==> src/rtl/cfu_bridge_pkg.sv <==
// Shared types and constants for the CFU bus bridge.
// Holds the FSM state encoding, local-instruction decode codes and status-word layout.
// No logic of its own; the status_word helper is purely combinational.
package cfu_bridge_pkg;

    typedef enum logic [1:0] {
        S_IDLE  = 2'd0,
        S_ISSUE = 2'd1,
        S_WAIT  = 2'd2,
        S_RESP  = 2'd3
    } state_t;

    // funct3 value that marks an instruction answered by the bridge itself
    localparam logic [2:0] LOCAL_FUNCT3 = 3'b111;

    // funct7 codes for local instructions; anything else behaves as a read
    localparam logic [6:0] STAT_READ  = 7'd0;
    localparam logic [6:0] STAT_CLEAR = 7'd1;

    // Status word field offsets: {timeout_count, op_count}
    localparam int STAT_OPS_LSB = 0;
    localparam int STAT_TO_LSB  = 16;

    function automatic logic [31:0] status_word(input logic [15:0] to_cnt,
                                                input logic [15:0] op_cnt);
        return (32'(to_cnt) << STAT_TO_LSB) | (32'(op_cnt) << STAT_OPS_LSB);
    endfunction

endpackage

==> src/rtl/sat_counter16.sv <==
// 16-bit event counter that sticks at 16'hFFFF instead of wrapping.
// Latency: q reflects an inc/clr one cycle after it is sampled.
// No backpressure; clr has priority over inc.
module sat_counter16 (
    input  logic        clk,
    input  logic        reset_n,
    input  logic        inc,
    input  logic        clr,
    output logic [15:0] q
);

    logic [15:0] r_q;

    // Count up on inc, hold at all-ones, clear on request
    always_ff @(posedge clk or negedge reset_n) begin
        if (!reset_n) begin
            r_q <= 16'd0;
        end else if (clr) begin
            r_q <= 16'd0;
        end else if (inc && (r_q != 16'hFFFF)) begin
            r_q <= r_q + 16'd1;
        end
    end

    assign q = r_q;

endmodule

==> src/rtl/cfu_bus_bridge.sv <==
// Bridges the CPU CFU command/response channels onto a CFU en/cmd/inp/ret port set.
// Latency: CFU op accept->rsp_valid >= 3 cycles; local status op accept->rsp_valid 1 cycle.
// One transaction in flight: cmd_ready only in IDLE; the response is held until rsp_ready.
module cfu_bus_bridge
    import cfu_bridge_pkg::*;
#(
    parameter int                    INT32_SIZE   = 32,
    parameter int                    CMD_SIZE     = 7,
    parameter int                    TIMEOUT      = 255,
    parameter logic [INT32_SIZE-1:0] TIMEOUT_WORD = 32'hDEAD_BEEF
) (
    input  logic                  clk,
    input  logic                  reset_n,
    input  logic                  cmd_valid,
    output logic                  cmd_ready,
    input  logic [9:0]            cmd_payload_function_id,
    input  logic [INT32_SIZE-1:0] cmd_payload_inputs_0,
    input  logic [INT32_SIZE-1:0] cmd_payload_inputs_1,
    output logic                  rsp_valid,
    input  logic                  rsp_ready,
    output logic [INT32_SIZE-1:0] rsp_payload_outputs_0,
    output logic                  cfu_en,
    output logic [CMD_SIZE-1:0]   cfu_cmd,
    output logic [INT32_SIZE-1:0] cfu_inp0,
    output logic [INT32_SIZE-1:0] cfu_inp1,
    input  logic [INT32_SIZE-1:0] cfu_ret,
    input  logic                  cfu_output_buffer_valid,
    output logic                  busy
);

    localparam int WCW = $clog2(TIMEOUT + 1);

    state_t                r_state;
    logic                  r_cfu_en;
    logic                  r_rsp_vld;
    logic [CMD_SIZE-1:0]   r_cmd;
    logic [INT32_SIZE-1:0] r_inp0;
    logic [INT32_SIZE-1:0] r_inp1;
    logic [INT32_SIZE-1:0] r_rsp_dat;
    logic [WCW-1:0]        r_wait_cnt;

    logic [6:0]     w_fn7;
    logic [2:0]     w_fn3;
    logic           w_accept;
    logic           w_local;
    logic           w_stat_clr;
    logic           w_op_inc;
    logic           w_to_inc;
    logic [WCW-1:0] w_wait_nxt;
    logic [15:0]    w_op_q;
    logic [15:0]    w_to_q;

    assign w_fn7      = cmd_payload_function_id[9:3];
    assign w_fn3      = cmd_payload_function_id[2:0];
    assign w_accept   = (r_state == S_IDLE) && cmd_valid;
    assign w_local    = (w_fn3 == LOCAL_FUNCT3);
    // Only STAT_CLEAR clears; STAT_READ and every other funct7 just read
    assign w_stat_clr = w_accept && w_local && (w_fn7 == STAT_CLEAR);
    assign w_wait_nxt = r_wait_cnt + WCW'(1);
    // A CFU result wins over a timeout firing in the same cycle
    assign w_op_inc   = (r_state == S_WAIT) && cfu_output_buffer_valid;
    assign w_to_inc   = (r_state == S_WAIT) && !cfu_output_buffer_valid
                        && (w_wait_nxt == WCW'(TIMEOUT));

    // cmd_ready is forced low while reset is asserted, independent of the clock
    assign cmd_ready             = reset_n && (r_state == S_IDLE);
    assign busy                  = (r_state != S_IDLE);
    assign rsp_valid             = r_rsp_vld;
    assign rsp_payload_outputs_0 = r_rsp_dat;
    assign cfu_en                = r_cfu_en;
    assign cfu_cmd               = r_cmd;
    assign cfu_inp0              = r_inp0;
    assign cfu_inp1              = r_inp1;

    sat_counter16 u_op_cnt (
        .clk     (clk),
        .reset_n (reset_n),
        .inc     (w_op_inc),
        .clr     (w_stat_clr),
        .q       (w_op_q)
    );

    sat_counter16 u_to_cnt (
        .clk     (clk),
        .reset_n (reset_n),
        .inc     (w_to_inc),
        .clr     (w_stat_clr),
        .q       (w_to_q)
    );

    // Transaction FSM with operand latches, registered strobes and response register
    always_ff @(posedge clk or negedge reset_n) begin
        if (!reset_n) begin
            r_state    <= S_IDLE;
            r_cfu_en   <= 1'b0;
            r_rsp_vld  <= 1'b0;
            r_cmd      <= '0;
            r_inp0     <= '0;
            r_inp1     <= '0;
            r_rsp_dat  <= '0;
            r_wait_cnt <= '0;
        end else begin
            r_cfu_en <= 1'b0;
            case (r_state)
                S_IDLE: begin
                    if (w_accept) begin
                        r_cmd  <= CMD_SIZE'(w_fn7);
                        r_inp0 <= cmd_payload_inputs_0;
                        r_inp1 <= cmd_payload_inputs_1;
                        if (w_local) begin
                            // Counters are read before any clear lands
                            r_rsp_dat <= INT32_SIZE'(status_word(w_to_q, w_op_q));
                            r_rsp_vld <= 1'b1;
                            r_state   <= S_RESP;
                        end else begin
                            r_cfu_en <= 1'b1;
                            r_state  <= S_ISSUE;
                        end
                    end
                end
                S_ISSUE: begin
                    r_wait_cnt <= '0;
                    r_state    <= S_WAIT;
                end
                S_WAIT: begin
                    if (w_op_inc) begin
                        r_rsp_dat <= cfu_ret;
                        r_rsp_vld <= 1'b1;
                        r_state   <= S_RESP;
                    end else begin
                        r_wait_cnt <= w_wait_nxt;
                        if (w_to_inc) begin
                            r_rsp_dat <= TIMEOUT_WORD;
                            r_rsp_vld <= 1'b1;
                            r_state   <= S_RESP;
                        end
                    end
                end
                S_RESP: begin
                    if (rsp_ready) begin
                        r_rsp_vld <= 1'b0;
                        r_state   <= S_IDLE;
                    end
                end
                default: begin
                    r_state <= S_IDLE;
                end
            endcase
        end
    end

endmodule

==> config.mk <==
export PLATFORM = sky130hd
export DESIGN_NAME = cfu_bus_bridge
export DESIGN_NICKNAME = d
export VERILOG_FILES = /design/src/rtl/cfu_bridge_pkg.sv /design/src/rtl/sat_counter16.sv /design/src/rtl/cfu_bus_bridge.sv
export SDC_FILE = /design/constraint.sdc
export NUM_CORES = 1
export LEC_CHECK = 0
export BUFFER_PORTS_ARGS = -buffer_cell sky130_fd_sc_hd__buf_2
export CORE_AREA = 2 2 132 134
export CTS_CLUSTER_DIAMETER = 60
export CTS_CLUSTER_SIZE = 12
export DETAILED_ROUTE_END_ITERATION = 10
export DIE_AREA = 0 0 134 136
export PLACE_DENSITY = 0.65
export SYNTH_ARGS = -nofsm -noshare
export SYNTH_HDL_FRONTEND = slang
export SYNTH_SLANG_ARGS = --single-unit
==> constraint.sdc <==
create_clock -name clk -period 2.75 [get_ports clk]
set_input_delay 0.4125 -clock clk [delete_from_list [all_inputs] [get_ports clk]]
set_output_delay 0.4125 -clock clk [all_outputs]
set_load 0.01 [all_outputs]
==> Word level (Yosys, flattened, before mapping) <==
Cells that the tools add are included.
{ "classes": {"eq_ne": 13, "bitwise": 1, "muxes": 26, "n_addsub": 3, "n_reduce_logical": 22} }
{ "op_table": {"columns": ["op", "count"], "rows": [
  ["$mux 32", 4],
  ["$mux 16", 4],
  ["$pmux 32 s2", 1],
  ["$add 16x1->16 const B", 2],
  ["$ne 16x16->1 const B", 2],
  ["$or 32x16->32", 1],
  ["$pmux 8 s2", 1],
  ["$mux 2", 5],
  ["$reduce_bool 2->1", 5],
  ["$logic_and 1x1->1", 9],
  ["$add 8x1->8 const B", 1],
  ["$eq 8x8->1 const B", 1],
  ["$mux 1", 8],
  ["$mux 8", 1],
  ["$ne 2x2->1 const B", 4],
  ["$pmux 2 s4", 1],
  ["$eq 7x1->1 const B", 1],
  ["$reduce_and 5->1", 1],
  ["$eq 2x2->1 const B", 2],
  ["$reduce_and 2->1", 2],
  ["$reduce_and 4->1", 1],
  ["$eq 3x3->1 const B", 1],
  ["$ne 3x1->1 const B", 1],
  ["$pmux 1 s3", 1],
  ["other kinds (5)", 5]
]} }
{ "totals": {"ff_bits": 147, "in_bits": 111, "output_inout_bits": 107} }

==> Logic depth before layout (Yosys ltp) <==
{ "depth": {"word_depth": 6, "depth_mapped": 11} }

==> Hierarchy <==
From an unflattened synthesis, not the netlist that was laid out.
{ "unflattened": {"cells_unflattened": 581, "area_unflattened_um2": 6811.5} }
{ "modules_own_cells": {"columns": ["module", "area_each_um2", "cells_per_inst", "instances"], "rows": [
  ["cfu_bus_bridge", 4927.2, 385, 1],
  ["sat_counter16", 942.2, 98, 2]
]} }

==> Worst setup path after synthesis <==
No wires, ideal clock.
{ "synth_path": {"path_kind": "register -> register", "startpoint": "reg r_state[0]", "endpoint": "reg r_rsp_dat[14], in the netlist rsp_payload_outputs_0[14]", "arrival_time_ps": 2356, "setup_ps": 127, "stages_incl_launch_ff": 12, "n_path_buf": 3, "period_less_slack_ps": 2484, "setup_slack_ps": 266, "path_cell_list": "dfrtp_1 > inv_1 > ha_1 > buf_2 > nand2b_1 > buf_2 > nor4_2 > a21o_2 > nand2_2 > a221oi_4 > buf_6 > mux2_1"} }
{ "synth_between": {"elab_chain_len": 5, "elab_cells_between_ends": 13, "classes_between": "eq/ne (4); mux (2); reduce/logical (7)"} }
{ "synth_lines": {"columns": ["element", "line_no", "text"], "rows": [
  ["from (decl)", "cfu_bus_bridge.sv:33", "state_t r_state;"],
  ["from (signal assigned)", "cfu_bus_bridge.sv:94", "r_state <= S_IDLE;"],
  ["from (signal assigned)", "cfu_bus_bridge.sv:114", "r_state <= S_RESP;"],
  ["from (signal assigned)", "cfu_bus_bridge.sv:117", "r_state <= S_ISSUE;"],
  ["$eq 2x2->1", "cfu_bus_bridge.sv:61, cfu_bus_bridge.sv:62, cfu_bus_bridge.sv:104", null],
  ["$logic_and 1x1->1", "cfu_bus_bridge.sv:62", "assign w_to_inc = (r_state == S_WAIT) && !cfu_output_buffer_valid"],
  ["$logic_and 1x1->1", "cfu_bus_bridge.sv:63", "&& (w_wait_nxt == WCW'(TIMEOUT));"],
  ["$ne 3x1->1 (no line)", null, null],
  ["$reduce_and 4->1 (no line)", null, null],
  ["to (signal assigned)", "cfu_bus_bridge.sv:112", "r_rsp_dat <= INT32_SIZE'(status_word(w_to_q, w_op_q));"],
  ["to (signal assigned)", "cfu_bus_bridge.sv:127", "r_rsp_dat <= cfu_ret;"],
  ["to (decl)", "cfu_bus_bridge.sv:39", "logic [INT32_SIZE-1:0] r_rsp_dat;"]
]} }
Several ways; a longest one is shown, not always the timed one.
A chain may end at the register's enable or synchronous reset.

==> Final worst setup path <==
{ "layout_path": {"startpoint": "reg r_wait_cnt[0]", "endpoint": "reg r_rsp_dat[4], in the netlist rsp_payload_outputs_0[4]"} }
{ "layout_between": {"elab_chain_len": 5} }
{ "layout_lines": {"columns": ["element", "line_no", "text"], "rows": [
  ["from (decl)", "cfu_bus_bridge.sv:40", "logic [WCW-1:0] r_wait_cnt;"],
  ["from (signal assigned)", "cfu_bus_bridge.sv:131", "r_wait_cnt <= w_wait_nxt;"],
  ["$add 8x1->8", "cfu_bus_bridge.sv:59", "assign w_wait_nxt = r_wait_cnt + WCW'(1);"],
  ["$eq 8x8->1", "cfu_bus_bridge.sv:63", null],
  ["$logic_and 1x1->1", "cfu_bus_bridge.sv:63", null],
  ["$ne 3x1->1 (no line)", null, null],
  ["$reduce_and 4->1 (no line)", null, null]
]} }
No other way between the ends.

==> flow_metrics.env <==
export IMPL_routed_via_density=5.00
export IMPL_finalSetupViolCount=0
export IMPL_grt_start_max_net_pins=148
export IMPL_power_switching_mw=3.16
export IMPL_path_cells="ha_1 -> nor4b_1 -> a21o_2 -> nand2_2 -> a221oi_4 -> buf_12 -> mux2_2"
export IMPL_status="finished clean"
export IMPL_root_buffer="clkbuf_16"
export IMPL_post_route_min_period_ns=2.53
export IMPL_drc=0
export IMPL_combPwrFrac=0.371
export IMPL_postCtsSetupBuffers=0
export IMPL_grt_pass1_vias=5298
export IMPL_p_clk_frac=0.258
export IMPL_core_area_um2=16900
export IMPL_drtAntennaViolNets=0
export IMPL_final_cell_mix="buf_2 (216), dfrtp_1 (147), mux2_2 (73)"
export IMPL_fillers=1535
export IMPL_clk_pin_slew_ns=0.07
export IMPL_p_sw_frac=0.349
export IMPL_cp_slowest_stage_delay_ns=0.45
export IMPL_top_usage_layer="met2"
export IMPL_ys_ff_latch=147
export IMPL_tightest_slew_ns=0.795
export IMPL_end_kind="flop"
export IMPL_critPathMaxFanout=24
export IMPL_vdd_drop_max_mv=0.626
export IMPL_grt_ovfl_total=0
export IMPL_async_flop_share=1.00
export IMPL_yosysSeqAreaShare=0.554
export IMPL_ctsResizeCount=0
export IMPL_fin_ws_ns=0.220
export IMPL_worstPathArrival_ns=2.83
export IMPL_numCtsBuffers=17
export IMPL_cp_slowest_cell="dfrtp_1"
export IMPL_p_int_mw=5.90
export IMPL_crit_required_ns=3.05
export IMPL_synth_edf_count=0
export IMPL_track_usage=0.193
export IMPL_cts_htree_levels=4
export IMPL_synth_nets=686
export IMPL_startpoint_type="flop"
export IMPL_r2r_start="r_wait_cnt[0]$_DFFE_PN0P_"
export IMPL_p_per_area_nw_per_um2=1050
export IMPL_ys_warn_count=0
export IMPL_antenna_found_initial=5
export IMPL_die_w_um=134
export IMPL_syn_area_um2=6640
export IMPL_setup_worst_path_class="flop to flop"
export IMPL_synth_avg_cell_area_um2=11.7
export IMPL_clk_latency_ns=0.42
export IMPL_dr_first_iter_drc_count=274
export IMPL_tns_ns=0
export IMPL_final_common_cell="buf_2"
export IMPL_synth_distinct_cells=44
export IMPL_drt_first_pass_iters=4
export IMPL_max_freq_mhz=395
export IMPL_multi_input_area_um2=2710
export IMPL_hpwlAfterDp_um=12200
export IMPL_area_delta_synth_final_pct=30.1
export IMPL_top_level_ports=218
export IMPL_power_frac_seq=0.371
export IMPL_grt_setup_unrepaired="no"
export IMPL_finalMaxSlewViolations=0
export IMPL_num_vias=5166
export IMPL_die_h_um=136
export IMPL_maxCapViolCount=0
export IMPL_grt_pass1_wl_um=27400
export IMPL_clockBufferDepth=2
export IMPL_slew_headroom=0.470
export IMPL_grt_use_met3=0.0768
export IMPL_pre_cts_slack_ns=0.227
export IMPL_finalCritPeriodShare=0.920
export IMPL_wl_um=17100
export IMPL_gp_congestion=0.841
export IMPL_fp_dieArea_um2=18200
export IMPL_use_met1=0.244
export IMPL_initial_core_util=0.394
export IMPL_numPortBuffers=217
export IMPL_use_met2=0.305
export IMPL_rows=48
export IMPL_syn_inst=567
export IMPL_fin_worst_skew_ns=0.0126
export IMPL_seq_area_um2=3680
export IMPL_layout_drive_gt1_share=0.426
export IMPL_power_leakage_nw=4.18
export IMPL_r2r_slack_ns=0.22
export IMPL_hold_viol=0
export IMPL_hp_class="input port to async pin"
export IMPL_cp_startpoint="r_wait_cnt[0]$_DFFE_PN0P_"
export IMPL_holdBufCountCts=0
export IMPL_cts_tree="built"
export IMPL_cts_sinks=147
export IMPL_wl_per_cell_um=16.5
export IMPL_finalNetCount=912
export IMPL_ys_flop_type="dfrtp_1"
[per-layer routing]
metal  up-vias  wire [µm]
met1      2495       7390
met3        19       1390
met5         -         26
met2       165       8080
li1       2483          -
met4         4        204
[synth_stat cells, types with 2 or more instances]
library cell	number	area share
nor4_1	7	0.0066
buf_6	3	0.0051
xor2_1	9	0.012
nand4_1	13	0.012
nand4b_1	5	0.0066
clkbuf_1	19	0.011
a31oi_1	4	0.0038
nor3_1	2	0.0015
mux2_2	73	0.12
nand3_1	16	0.012
nor4b_1	3	0.0040
and4_1	3	0.0040
nor2_1	34	0.019
nand2b_1	3	0.0028
mux2_1	6	0.010
dfrtp_1	147	0.55
o21ai_0	23	0.017
xnor2_1	13	0.017
mux2i_1	27	0.041
a21oi_1	13	0.0098
o41ai_1	3	0.0040
o31ai_1	3	0.0034
and3_1	9	0.0085
and2_1	5	0.0047
nand2_1	32	0.018
ha_1	8	0.015
or3_1	2	0.0019
buf_2	3	0.0023
o22ai_1	24	0.023
inv_1	37	0.021
a22o_1	5	0.0066
[power by group through the flow]
stage	Sequential (mW)	Clock, mW	Combinational, mW
floorplan	3.72	0	1.75
global placement	3.36	0	3.38
detailed placement	3.38	0	3.43
CTS	3.36	2.40	3.43
global route	3.46	2.49	3.66
finish	3.36	2.34	3.36
[flip-flops by register name, summed over array words and instances (netlist names)]
| name | cells |
|---|---|
| u_to_cnt.q | 16 |
| rsp_valid | 1 |
| r_state | 2 |
| cfu_inp0 | 32 |
| r_wait_cnt | 8 |
| cfu_en | 1 |
| rsp_payload_outputs_0 | 32 |
| u_op_cnt.q | 16 |
| cfu_cmd | 7 |
| cfu_inp1 | 32 |
[final timing paths]
check	end	cells past startpoint
worst max-delay path	rsp_payload_outputs_0[4]$_DFFE_PN0P_	7
worst max register to register	rsp_payload_outputs_0[4]$_DFFE_PN0P_	7
min in group clk	cfu_inp0[7]$_DFFE_PN0P_	2
worst min register to register	rsp_payload_outputs_0[20]$_DFFE_PN0P_	1
worst min-delay path	r_wait_cnt[7]$_DFFE_PN0P_	2
max in group asynchronous	cfu_inp1[27]$_DFFE_PN0P_	2
[metrics by stage]
| step | hold WS [ns] | total power, mW | util | cells | cell area, µm² |
|---|---|---|---|---|---|
| after floorplan | 0.117 | 5.47 | - | 567 | 6640 |
| after global placement | 0.466 | 6.74 | 0.477 | 999 | 8060 |
| after detailed placement | 0.473 | 6.81 | 0.477 | 999 | 8060 |
| after CTS | 0.177 | 9.20 | 0.512 | 1031 | 8640 |
| after global routing | 0.200 | 9.61 | 0.512 | 1032 | 8640 |
| final | 0.139 | 9.05 | 0.512 | 1034 | 8650 |
[layout make-up]
cell class	count	share of cell area
inverters	37	0.0161
clock inverters	15	0.0182
repair buffers	232	0.144
flip-flops and latches	147	0.425
diodes	3	0.000868
clock buffers	17	0.0492
well taps	225	0.0326
multi-input cells	358	0.314
[worst max-delay path: cells and delay by family, from the launching register on]
family	cells	cell delay, ns
flip-flops	1	0.45
AND/OR/NAND/NOR	2	0.49
buffers and inverters	1	0.24
AO/OA/AOI/OAI	2	0.57
adder cells (fa/ha/maj)	1	0.31
multiplexers	1	0.35
[cell families (layout without fill, tap and decap cells)]
family,count (synthesis),in the layout,share of synthesized area
simple gates,139,139,0.108
flops,147,147,0.554
xor+xnor,22,22,0.0290
fa+ha+maj,8,8,0.0151
compound gates,83,83,0.0802
mux,106,106,0.175
buf+inv,62,301,0.0390
other cells,0,3,0
No activity file was read; power rests on OpenSTA's default activity.
